[src/rtl/alu_operand_recover_if.sv]
// Handshake bundle for alu_operand_recover: ALU result stream in, recovered operand B stream out.
// The master modport is the environment side; the slave modport is the recovery block.
interface alu_operand_recover_if #(
  parameter int WIDTH = 8
);
  logic             in_valid;
  logic             in_ready;
  logic [WIDTH-1:0] in_a;
  logic [WIDTH-1:0] in_res;
  logic             in_mode;
  logic             out_valid;
  logic             out_ready;
  logic [WIDTH-1:0] out_b;
  logic             out_mode;
  logic             err;
  logic             err_clr;

  modport master (
    output in_valid, in_a, in_res, in_mode, out_ready, err_clr,
    input  in_ready, out_valid, out_b, out_mode, err
  );

  modport slave (
    input  in_valid, in_a, in_res, in_mode, out_ready, err_clr,
    output in_ready, out_valid, out_b, out_mode, err
  );
endinterface

[src/rtl/alu_operand_recover.sv]
// Recovers ALU operand B from (A, result, mode) and buffers it in a 2-entry FIFO.
// Optional mode-sequence checking (alternating 0,1,0,1...) is enabled by defining ALU_INV_MODE_CHECK_EN.
module alu_operand_recover #(
  parameter int WIDTH = 8
) (
  input  logic                 clk,
  input  logic                 rst,
  alu_operand_recover_if.slave bus
);

  logic [WIDTH-1:0] mem_b [2];
  logic [1:0]       mem_mode;
  logic             rd_ptr;
  logic             wr_ptr;
  logic [1:0]       count;
  logic [1:0]       count_next;
  logic             in_ready_q;
  logic [WIDTH-1:0] txn_count;
  logic [WIDTH-1:0] recovered;
  logic             push;
  logic             pop;

  // Add mode: res = a + b, so b = res - a. Subtract mode: res = a - b, so b = a - res.
  assign recovered = bus.in_mode ? (bus.in_res - bus.in_a) : (bus.in_a - bus.in_res);

  assign push = bus.in_valid & in_ready_q;
  assign pop  = (count != 2'd0) & bus.out_ready;

  always_comb begin
    count_next = count;
    case ({push, pop})
      2'b10:   count_next = count + 2'd1;
      2'b01:   count_next = count - 2'd1;
      default: count_next = count;
    endcase
  end

  // in_ready is a flop so it never depends combinationally on in_valid or out_ready.
  always_ff @(posedge clk or posedge rst) begin
    if (rst) begin
      count      <= 2'd0;
      rd_ptr     <= 1'b0;
      wr_ptr     <= 1'b0;
      in_ready_q <= 1'b0;
      txn_count  <= '0;
    end else begin
      count      <= count_next;
      in_ready_q <= (count_next != 2'd2);
      if (push) begin
        wr_ptr    <= ~wr_ptr;
        txn_count <= txn_count + 1'b1;
      end
      if (pop) begin
        rd_ptr <= ~rd_ptr;
      end
    end
  end

  always_ff @(posedge clk or posedge rst) begin
    if (rst) begin
      mem_b[0] <= '0;
      mem_b[1] <= '0;
      mem_mode <= 2'b00;
    end else if (push) begin
      mem_b[wr_ptr]    <= recovered;
      mem_mode[wr_ptr] <= bus.in_mode;
    end
  end

  assign bus.in_ready  = in_ready_q;
  assign bus.out_valid = (count != 2'd0);
  assign bus.out_b     = mem_b[rd_ptr];
  assign bus.out_mode  = mem_mode[rd_ptr];

`ifdef ALU_INV_MODE_CHECK_EN
  logic err_q;
  logic mismatch;

  // Expected mode alternates with the transfer count; a new mismatch wins over a clear.
  assign mismatch = push & (bus.in_mode != txn_count[0]);

  always_ff @(posedge clk or posedge rst) begin
    if (rst) begin
      err_q <= 1'b0;
    end else if (mismatch) begin
      err_q <= 1'b1;
    end else if (bus.err_clr) begin
      err_q <= 1'b0;
    end
  end

  assign bus.err = err_q;
`else
  assign bus.err = 1'b0;
`endif

  logic unused_sink;
  assign unused_sink = ^{bus.err_clr, txn_count};

endmodule

[src/flat_wrapper.sv]
// flat-port wrapper written by rule: the top's interface ports become plain ports
module alu_operand_recover_flat 
#(
  parameter int WIDTH = 8
)
  (clk, rst, bus_in_valid, bus_in_a, bus_in_res, bus_in_mode, bus_out_ready, bus_err_clr, bus_in_ready, bus_out_valid, bus_out_b, bus_out_mode, bus_err);
  alu_operand_recover_if #(.WIDTH(WIDTH)) bus_i ();
  input  logic clk;
  input  logic rst;
  input wire logic [$bits(bus_i.in_valid)-1:0] bus_in_valid;
  input wire logic [$bits(bus_i.in_a)-1:0] bus_in_a;
  input wire logic [$bits(bus_i.in_res)-1:0] bus_in_res;
  input wire logic [$bits(bus_i.in_mode)-1:0] bus_in_mode;
  input wire logic [$bits(bus_i.out_ready)-1:0] bus_out_ready;
  input wire logic [$bits(bus_i.err_clr)-1:0] bus_err_clr;
  output wire logic [$bits(bus_i.in_ready)-1:0] bus_in_ready;
  output wire logic [$bits(bus_i.out_valid)-1:0] bus_out_valid;
  output wire logic [$bits(bus_i.out_b)-1:0] bus_out_b;
  output wire logic [$bits(bus_i.out_mode)-1:0] bus_out_mode;
  output wire logic [$bits(bus_i.err)-1:0] bus_err;
  assign bus_i.in_valid = bus_in_valid;
  assign bus_i.in_a = bus_in_a;
  assign bus_i.in_res = bus_in_res;
  assign bus_i.in_mode = bus_in_mode;
  assign bus_i.out_ready = bus_out_ready;
  assign bus_i.err_clr = bus_err_clr;
  assign bus_in_ready = bus_i.in_ready;
  assign bus_out_valid = bus_i.out_valid;
  assign bus_out_b = bus_i.out_b;
  assign bus_out_mode = bus_i.out_mode;
  assign bus_err = bus_i.err;
  alu_operand_recover #(.WIDTH(WIDTH)) u_core (.clk(clk), .rst(rst), .bus(bus_i));
endmodule
[config.mk]
export PLATFORM = sky130hd
export DESIGN_NAME = alu_operand_recover_flat
export DESIGN_NICKNAME = d
export VERILOG_FILES = /design/src/rtl/alu_operand_recover_if.sv /design/src/rtl/alu_operand_recover.sv /design/src/flat_wrapper.sv
export SDC_FILE = /design/constraint.sdc
export NUM_CORES = 1
export LEC_CHECK = 0
export BUFFER_PORTS_ARGS = -buffer_cell sky130_fd_sc_hd__buf_2
export CAP_MARGIN = 10
export CORE_ASPECT_RATIO = 0.9
export CORE_MARGIN = 10
export CORE_UTILIZATION = 35
export CTS_CLUSTER_DIAMETER = 80
export DETAILED_ROUTE_END_ITERATION = 16
export GPL_TIMING_DRIVEN = 0
export HOLD_SLACK_MARGIN = 0.06
export SYNTH_ARGS = -nofsm -noshare
export SYNTH_HDL_FRONTEND = slang
export SYNTH_SLANG_ARGS = --single-unit
[constraint.sdc]
create_clock -name clk -period 2.15 [get_ports clk]
set_input_delay 0.215 -clock clk [delete_from_list [all_inputs] [get_ports clk]]
set_output_delay 0.215 -clock clk [all_outputs]
set_load 0.03 [all_outputs]
==> impl_metrics.csv <==
group,metric,value,unit
pwr,seq_power_share,34.6,%
setup_path,start_kind,"flip-flop",
pwr,power.internal,0.00122,W
cts,cts_tree,"yes",
timing,fin_ws,0.294,ns
synth,synth-edff-count,0,
floorplan,num_rows,23,
timing,drv_slew,0,
synth,syn_area_per_cell,9.52,um2
timing,period_minus_slack,1.86,ns
cells_and_area,design_area,1900,um2
job,cap_violations,0,
cells_and_area,final_cell_mix,"34 x buf_2, 23 x nand2_1, 23 x dfrtp_1",
floorplan,fp.dieW,91.7,um
synth,ys_seq_area_share,35.6,%
timing,period_share,86.3,%
synth,synth_cell_types,34,
cts,cts_inserted_buffers,3,
synth,syn_area,1620,um2
setup_path,cp_data_arrival_time,1.64,ns
floorplan,dieArea,7750,um2
placed_design,hpwl,2.66,mm
placed_design,place_ws,0.310,ns
synth,ys.flop_type,"dfrtp_1",
setup_path,crit_required,1.93,ns
pwr,irDropWorstVdd,0.000448,V
drt,vias,1217,
cts,clkSinkCount,23,
cells_and_area,final_common_cell,"buf_2",
synth,async_reset_ff_share,100,%
global_route,track_usage,8.77,%
drt,firstDrtPassIters,4,
global_route,grt_pass1_wl,5.76,mm
synth,ys_ff_latch,23,
global_route,antenna_found_initial,0,
synth,synthCells,170,
floorplan,start_util,36.3,%
timing,grt_setup_unrepaired,"no",
timing,worst_pin_slew,0.869,ns
timing,hold_viol,0,
timing,setup_violations,0,
setup_path,worst-path-max-fanout,10,
timing,tns,0,ns
hold_path,min_path_type,"in2async",
cells_and_area,layout-drive-gt1-share,28.8,%
pwr,p_comb_share,53.3,%
drt,ant_nets,0,
cts,cts_max_path_buffers,2,
synth,synth_area_leader_cell,"dfrtp_1",
synth,yosys_warnings,0,
drt,finalWirelength,3.25,mm
timing,max-slew-margin-rel,42.0,%
cts,cts_resized,0,
floorplan,io_pins,34,
setup_path,crit_type,"reg2out",
drt,viasPerCell,4.56,
drt,wl_per_cell,12.2,um
pwr,p_leak,0.949,nW
placed_design,port_buffers,31,
floorplan,core-area,4460,um2
cts,htreeDepth,1,
cts,clock_latency,0.26,ns
cells_and_area,syn_to_final_growth,17.2,%
timing,skew,0.00234,ns
global_route,gr-total-overflow,0,
cts,clk_pin_slew_worst_paths,0.08,ns
cts,cts_setup_buffers,0,
synth,ys_top_cells_by_area,"dfrtp_1 36%, ha_1 13%, mux2_2 8.4%",
cells_and_area,fillers,468,
cts,cts_hold_buf,0,
pwr,clkPwrFrac,12.1,%
placed_design,gp_congestion,0.846,
timing,max_freq,539,MHz
cts,cts-root-buf,"clkbuf_8",
pwr,swShare,43.5,%
floorplan,die_h,84.5,um
placed_design,dpl_cell_area,1850,um2
cells_and_area,antenna_cells,0,
setup_path,crit_path_end_kind,"output port",
cells_and_area,fin_nets,247,
global_route,grt_pass1_vias,1244,
synth,synthesis.nets,211,
drt,drt_iter0_drc,51,
drt,drc,0,
synth,synth_top_area_share,35.6,%
outcome,status,"finished clean",
global_route,grt_max_degree,24,
pwr,switchingPower,0.000940,W
pwr,power.total,0.00216,W
pwr,power_density,1140,nW/um2
## path summary, 6_finish.rpt
path / from / end / slack, ns / depth (start not counted)
worst max-delay path: u_core.rd_ptr / bus_out_b[3] / 0.29 / 3
worst min-delay path: rst / u_core.count[1] / 0.12 / 2
worst max register to register: u_core.count[0] / u_core.bus.in_ready / 0.43 / 6
worst min register to register: u_core.mem_b[0] / u_core.mem_b[0] / 0.48 / 2
max in group asynchronous: rst / u_core.mem_b[15] / 1.49 / 2
min in group clk: bus_in_valid / u_core.wr_ptr / 0.27 / 4
## logic make-up after synthesis
family | share of synthesized area [%]
and+or+nand+nor | 12.3
AOI/OAI and AO/OA | 13.3
buffers and inverters | 7.42
DFF | 35.6
adders and majority gates | 15.6
muxes | 9.59
xor gates and xnor gates | 5.95
other | 0.232
## worst max-delay path, stage by stage (launching register included)
cell	delay, ns
dfrtp_1	0.32
clkbuf_1	0.47
mux2_2	0.41
buf_2	0.18
## registers in the layout, summed over array words and instances, names as in the netlist
register,count
u_core.mem_mode,2
u_core.bus.in_ready,1
u_core.wr_ptr,1
u_core.rd_ptr,1
u_core.mem_b,16
u_core.count,2
## cell type report
cell class                 count  area, um2  area share (%)
clock buffer                   4       45.0            2.38
inverter                      18       67.6            3.56
sequential                    23        576            30.4
tap                           62       77.6            4.09
timing repair buffer          31        155            8.18
buffer                         8       52.6            2.77
multi-input combinational    121        922            48.6
## metrics by stage
| stage | util, % | instances | hold WS, ns |
|---|---|---|---|
| after CTS | 42.5 | 267 | 0.150 |
| after floorplan | - | 170 | 0.217 |
| after global routing | 42.5 | 267 | 0.191 |
| final | 42.5 | 267 | 0.124 |
| after global placement | 41.5 | 263 | 0.436 |
| after detailed placement | 41.5 | 263 | 0.436 |
## layer usage
layer	up-vias	global-route usage [%]	wire (um)
li1	633	-	-
met1	552	11.8	1610
met2	27	13.3	1410
met3	5	1.60	164
met4	0	3.84	59
met5	-	0	0
## synth_stat cells, drive strengths merged (3+ instances only)
cell type	instances
dfrtp	23
nand2	23
o21ai	20
inv	18
ha	17
mux2	12
a21oi	8
buf	6
xor2	6
xnor2	5
nand3	3
nand3b	3
nor2b	3
## power by group through the flow
stage / sequential [W] / combinational [W] / clock [W]
6_report: 0.000746 / 0.00115 / 0.000262
5_1_grt: 0.000778 / 0.00130 / 0.000282
4_1_cts: 0.000747 / 0.00118 / 0.000267
3_5_place_dp: 0.000754 / 0.00118 / 0
3_3_place_gp: 0.000749 / 0.00116 / 0
2_1_floorplan: 0.000742 / 0.000884 / 0
Power figures use the tool's default switching activity.
